==> src/rtl/iob_cpu_bus_arb.sv <==
// iob_cpu_bus_arb: two-master (ibus/dbus) to one-slave IOb arbiter, one outstanding transaction; define IOB_CPU_BUS_ARB_RR_EN for round-robin tie-break (default: dbus wins ties)
module iob_cpu_bus_arb #(
  parameter int ADDR_W = 32,
  parameter int DATA_W = 32,
  localparam int REQ_W = 1 + ADDR_W + DATA_W + DATA_W / 8,
  localparam int RESP_W = DATA_W + 1
) (
  input  logic              clk,
  input  logic              rst,
  input  logic [REQ_W-1:0]  ibus_req,
  output logic [RESP_W-1:0] ibus_resp,
  input  logic [REQ_W-1:0]  dbus_req,
  output logic [RESP_W-1:0] dbus_resp,
  output logic [REQ_W-1:0]  m_req,
  input  logic [RESP_W-1:0] m_resp,
  output logic [1:0]        grant
);
  localparam int STRB_W = DATA_W / 8;
  localparam logic [REQ_W-1:0] NO_STRB = {{(REQ_W-STRB_W){1'b1}}, {STRB_W{1'b0}}};
  typedef enum logic [1:0] {IDLE, OWN_I, OWN_D} state_t;
  state_t r_state, w_next;
  logic r_last_d;
  logic w_i_v, w_d_v, w_ready, w_tie_d;
  assign w_i_v = ibus_req[REQ_W-1];
  assign w_d_v = dbus_req[REQ_W-1];
  assign w_ready = m_resp[0];
`ifdef IOB_CPU_BUS_ARB_RR_EN
  assign w_tie_d = ~r_last_d;
`else
  // last_owner is still tracked here but can never change the outcome
  assign w_tie_d = 1'b1 | r_last_d;
`endif
  // next state: grant from IDLE only, always return to IDLE after a completion
  always_comb begin
    w_next = r_state;
    if (r_state == IDLE)
      w_next = (w_i_v && w_d_v) ? (w_tie_d ? OWN_D : OWN_I) : w_d_v ? OWN_D : w_i_v ? OWN_I : IDLE;
    else if (w_ready)
      w_next = IDLE;
  end
  // owner's request passes through, responses routed only to the owner on ready
  always_comb begin
    m_req = (r_state == OWN_I) ? (ibus_req & NO_STRB) : (r_state == OWN_D) ? dbus_req : '0;
    ibus_resp = (r_state == OWN_I && w_ready) ? m_resp : '0;
    dbus_resp = (r_state == OWN_D && w_ready) ? m_resp : '0;
    grant = {r_state == OWN_D, r_state == OWN_I};
  end
  // state register and last-owner tracking, updated on every grant
  always_ff @(posedge clk or posedge rst) begin
    if (rst) begin
      r_state <= IDLE;
      r_last_d <= 1'b0;
    end else begin
      r_state <= w_next;
      if (r_state == IDLE && w_next != IDLE) r_last_d <= (w_next == OWN_D);
    end
  end
endmodule
==> config.mk <==
export PLATFORM = sky130hd
export DESIGN_NAME = iob_cpu_bus_arb
export DESIGN_NICKNAME = d
export VERILOG_FILES = /design/src/rtl/iob_cpu_bus_arb.sv
export SDC_FILE = /design/constraint.sdc
export NUM_CORES = 1
export LEC_CHECK = 0
export ABC_AREA = 1
export BUFFER_PORTS_ARGS = -buffer_cell sky130_fd_sc_hd__buf_2
export CAP_MARGIN = 20
export CORE_AREA = 2 2 121 123
export DETAILED_ROUTE_END_ITERATION = 16
export DIE_AREA = 0 0 123 125
export SYNTH_ARGS = -nofsm -noshare
export SYNTH_HDL_FRONTEND = slang
export SYNTH_SLANG_ARGS = --single-unit
==> constraint.sdc <==
create_clock -name clk -period 1.3 [get_ports clk]
set_input_delay 0.13 -clock clk [delete_from_list [all_inputs] [get_ports clk]]
set_output_delay 0.13 -clock clk [all_outputs]
set_load 0.05 [all_outputs]
Word level (Yosys, flattened, before mapping)
Cells that the tools add are included.
{"block": "word_totals", "ff_bits": 2, "inputBits": 173, "out_inout_bits": 137, "elab_cells": 17}
{"block": "classes", "n_eq_ne": 2, "mux": 9, "reduce_logical": 5}
{"cell": "$mux W69", "n": 2}
{"cell": "$mux W33", "n": 2}
{"cell": "$mux W2", "n": 4}
{"cell": "$logic_and A1 B1 Y1", "n": 3}
{"cell": "$eq A2 B1 Y1 const B", "n": 1}
{"cell": "$eq A2 B2 Y1 const B", "n": 1}
{"cell": "$logic_not A2 Y1", "n": 1}
{"cell": "$reduce_bool A2 Y1", "n": 1}
{"cell": "$mux W1", "n": 1}

Logic depth before layout (Yosys ltp)
{"block": "depth", "word_depth": 4, "mapped_depth": 6, "mapped_depth_nobuf": 4}

Least setup slack after synthesis
No wires, ideal clock.
{"block": "synth_path", "kind": "register to output", "from": "register r_state[0]", "to": "output port dbus_resp[23]", "arrival_time_ns": 1.528, "required_time_ns": 1.170, "path_slack_ns": -0.358, "stages_incl_launch_ff": 6, "path_buffers": 2, "cell_sequence": "dfrtp_1 buf_4 inv_1 nand3_1 buf_2 nor2_1"}
{"block": "synth_via", "elab_chain_len": 3}
{"element": "from (decl)", "line_no": "21", "text": "state_t r_state, w_next;"}
{"element": "from (signal assigned)", "line_no": "54", "text": "r_state <= w_next;"}
{"element": "$eq A2 B2 Y1", "line_no": "45", "text": "dbus_resp = (r_state == OWN_D && w_ready) ? m_resp : '0;"}
{"element": "$logic_and A1 B1 Y1", "line_no": "45"}
{"element": "$mux W33", "line_no": "45"}
{"element": "to (decl)", "line_no": "13", "text": "output logic [RESP_W-1:0] dbus_resp,"}
No other way between the ends.

Worst setup path after layout
{"block": "layout_path", "from": "register r_state[0]", "to": "output port m_req[8]"}
{"block": "layout_via", "elab_chain_len": 3, "word_cells_on_any_way": 4, "classes_between": "eq/ne: 2; mux: 2"}
{"element": "$eq A2 B2 Y1", "line_no": "43", "text": "m_req = (r_state == OWN_I) ? (ibus_req & NO_STRB) : (r_state == OWN_D) ? dbus_req : '0;"}
{"element": "$mux W69", "line_no": "43"}
{"element": "$mux W69 *", "line_no": "43"}
{"element": "to (decl)", "line_no": "14", "text": "output logic [REQ_W-1:0] m_req,"}
Every way passes the cells marked *; elsewhere a longest branch is shown, timed or not.

==> out/results.txt <==
Status = complete, but fails checks
Failing checks = negative setup slack
Number of diodes = 0
Fillers = 1338
Worst Hold Class = in -> reg
Number of distinct library cells after synthesis = 12
Initial core utilization = 10.5%
Routed WL = 13500 microns
Worst slack at placement = -0.259 ns
Max-cap violations = 0
Cts bufs inserted = 3
Clk_skew = 0.00501 ns
Die width = 123 microns
Largest stage delay on the critical path = 0.43 ns
Syn nets = 522
Max layer used = met4
Reg2reg start = r_state[0]
Crit path cell chain = nor2_4 -> buf_4 -> buf_12 -> buf_16 -> nand2_1 -> nand2_2 -> buf_8
Clock Tree Buf Depth = 2
Pwr/cell area = 1300 nW/um^2
Max FFs per register = 2
Reg2reg setup slack = -0.05 ns
Crit share post-route = 128%
Top-level I/O count = 310
M1 WL = 4940 microns
Placed cell count = 823
Die area = 15400 sq um
Layout cells sized above 1 = 79.6%
Clk root buf = clkbuf_16
Setup ws final = -0.368 ns
#FFs+latches synth = 2
TritonCTS clock tree = done
Worst reg-to-reg path cell count = 7
First-pass GRT wire length = 16100 microns
Die Ht = 125 microns
Max Fanout on Critical Path = 12
Vias in the first global route = 3332
Worst slew margin = 85.8%
Worst-Margin Slew = 0.213 ns
Final RePlAce weighted congestion = 0.768
Startpoint Class = flop
Initial antenna violation count = 0
Drt drc = 0
Final setup viols = 138
Hold path depth = 3
GRT Util Overall = 13.3%
Slowest-stage cell, CP = dfrtp_2
Vias post-DR = 3531
Maximum vdd drop = 0.000538 V
Vias per inst = 4.13
Reg clk slew, reported paths = 0.03 ns
Commonest non-fill, non-tap cells in the layout = 168 x buf_2, 71 x buf_6, 68 x buf_8, 56 x nand2_1, 49 x nor2_4
Syn_area_per_cell = 4.29 sq um
Met2 Wirelength = 7040 microns
Setup TNS Final = -36.45 ns
Post-detail-place hpwl = 7650 microns
Remaining Overflow, GRT = 0
Hold Startpoint = dbus_req[68]
Critical Path End Type = output pin
Largest reg by FF count = r_state
P&R area growth vs syn = 307%
DR WL/cell = 15.8 microns
Max-slew violations = 0
Post-synthesis cell count = 349
CTS sink count = 2
Static leakage = 3.01 nW
Commonest non-fill, non-tap cell in the layout = buf_2
Hold Fails Final Rpt = 0
Port bufs = 305
Tmin final = 1.67 ns
Row Count = 44
1st-iter DRT viols = 84
H-tree Lvls = 1
Yosys warns = 0
First-pass DRT Iterations = 4
Netlist Area Pre-Place = 1500 sq um
RSZ-0062 raised after global routing = true
Post-Layout Cell Count = 855
Crit path arrival time = 1.54 ns
CORE AREA = 14200 sq um
DRT antenna net count = 0
Reg-to-reg endpoint = r_state[0]
Pin count of the biggest net entering global routing = 56
Sequential area share after synthesis = 3.34%
Maximum clock rate = 600 MHz
Nets@finish = 845
Crit path required time = 1.17 ns
Setup CP Type = reg -> out
WHS Endpoint = r_state[1]
WL met3 = 1200 microns
Regs by FF count = r_state: 2 flops
Clk_lat worst skew = 0.22 ns
[area by class of cell]
type / count / area (sq um) / area share (%)
well taps: 184 / 230 / 3.77
clock buffers: 4 / 78.8 / 1.29
multi-input cells: 275 / 2160 / 35.4
inverters: 44 / 180 / 2.95
flip-flops and latches: 2 / 51.3 / 0.841
repair buffers: 346 / 3400 / 55.7
[Yosys cell counts]
cell type | n | area (sq um)
buf_1 | 2 | 7.51
buf_2 | 19 | 95.1
buf_4 | 2 | 15.0
buf_6 | 3 | 33.8
clkbuf_1 | 2 | 7.51
dfrtp_1 | 2 | 50.1
inv_1 | 43 | 161
inv_2 | 1 | 3.75
nand2_1 | 136 | 510
nand3_1 | 67 | 335
nor2_1 | 71 | 267
nor2_4 | 1 | 11.3
[layer usage]
layer,vias to the layer above,global-route usage (%)
li1,1695,-
met1,1603,13.1
met2,211,26.0
met3,22,3.06
met4,0,5.21
met5,-,0
[timing repair]
item / CTS / global route
buffers inserted: 5 / 7
gates resized for setup: 342 / 113
pin swaps: 1 / 6
cloned: 4 / 12
endpoints found under the hold margin: 2 / 0
setup endpoints to repair: 137 / 137
hold buffers: 1 / 0
[per-stage QoR]
step	util [%]	total power, mW	cell area [sq um]	hold slack [ns]
6_report	43.0	7.94	6100	0.156
3_5_place_dp	27.8	4.92	3950	-0.0131
5_1_grt	43.0	8.26	6100	0.186
4_1_cts	37.5	7.07	5330	0.158
2_1_floorplan	-	3.79	2180	-0.129
3_3_place_gp	27.8	4.91	3950	-0.00856
[logic make-up (layout without fill, tap and decap cells)]
| group | after synthesis | after routing | synth area share, % |
|---|---|---|---|
| AND/OR/NAND/NOR | 275 | 275 | 75.0 |
| buffers and inverters | 72 | 394 | 21.6 |
| flip-flops | 2 | 2 | 3.34 |
[report_power, final]
part,switching [mW],internal (mW)
Sequential,0.0177,0.0770
Combinational,4.40,2.96
Clock,0.0803,0.404
[worst max-delay path, delay by kind of cell, from the launching register on]
kind / cells / cell delay (ns)
buffers and inverters: 4 / 0.57
flip-flops: 1 / 0.43
AND/OR/NAND/NOR: 3 / 0.30
[worst max path at each step]
stage | from | to
2_1_floorplan | r_state[0] | dbus_resp[1]
3_3_place_gp | r_state[0] | m_req[3]
3_5_place_dp | r_state[0] | m_req[3]
4_1_cts | r_state[0] | m_req[3]
5_1_grt | r_state[0] | m_req[2]
6_report | r_state[0] | m_req[8]
Power figures use the tool's default switching activity.
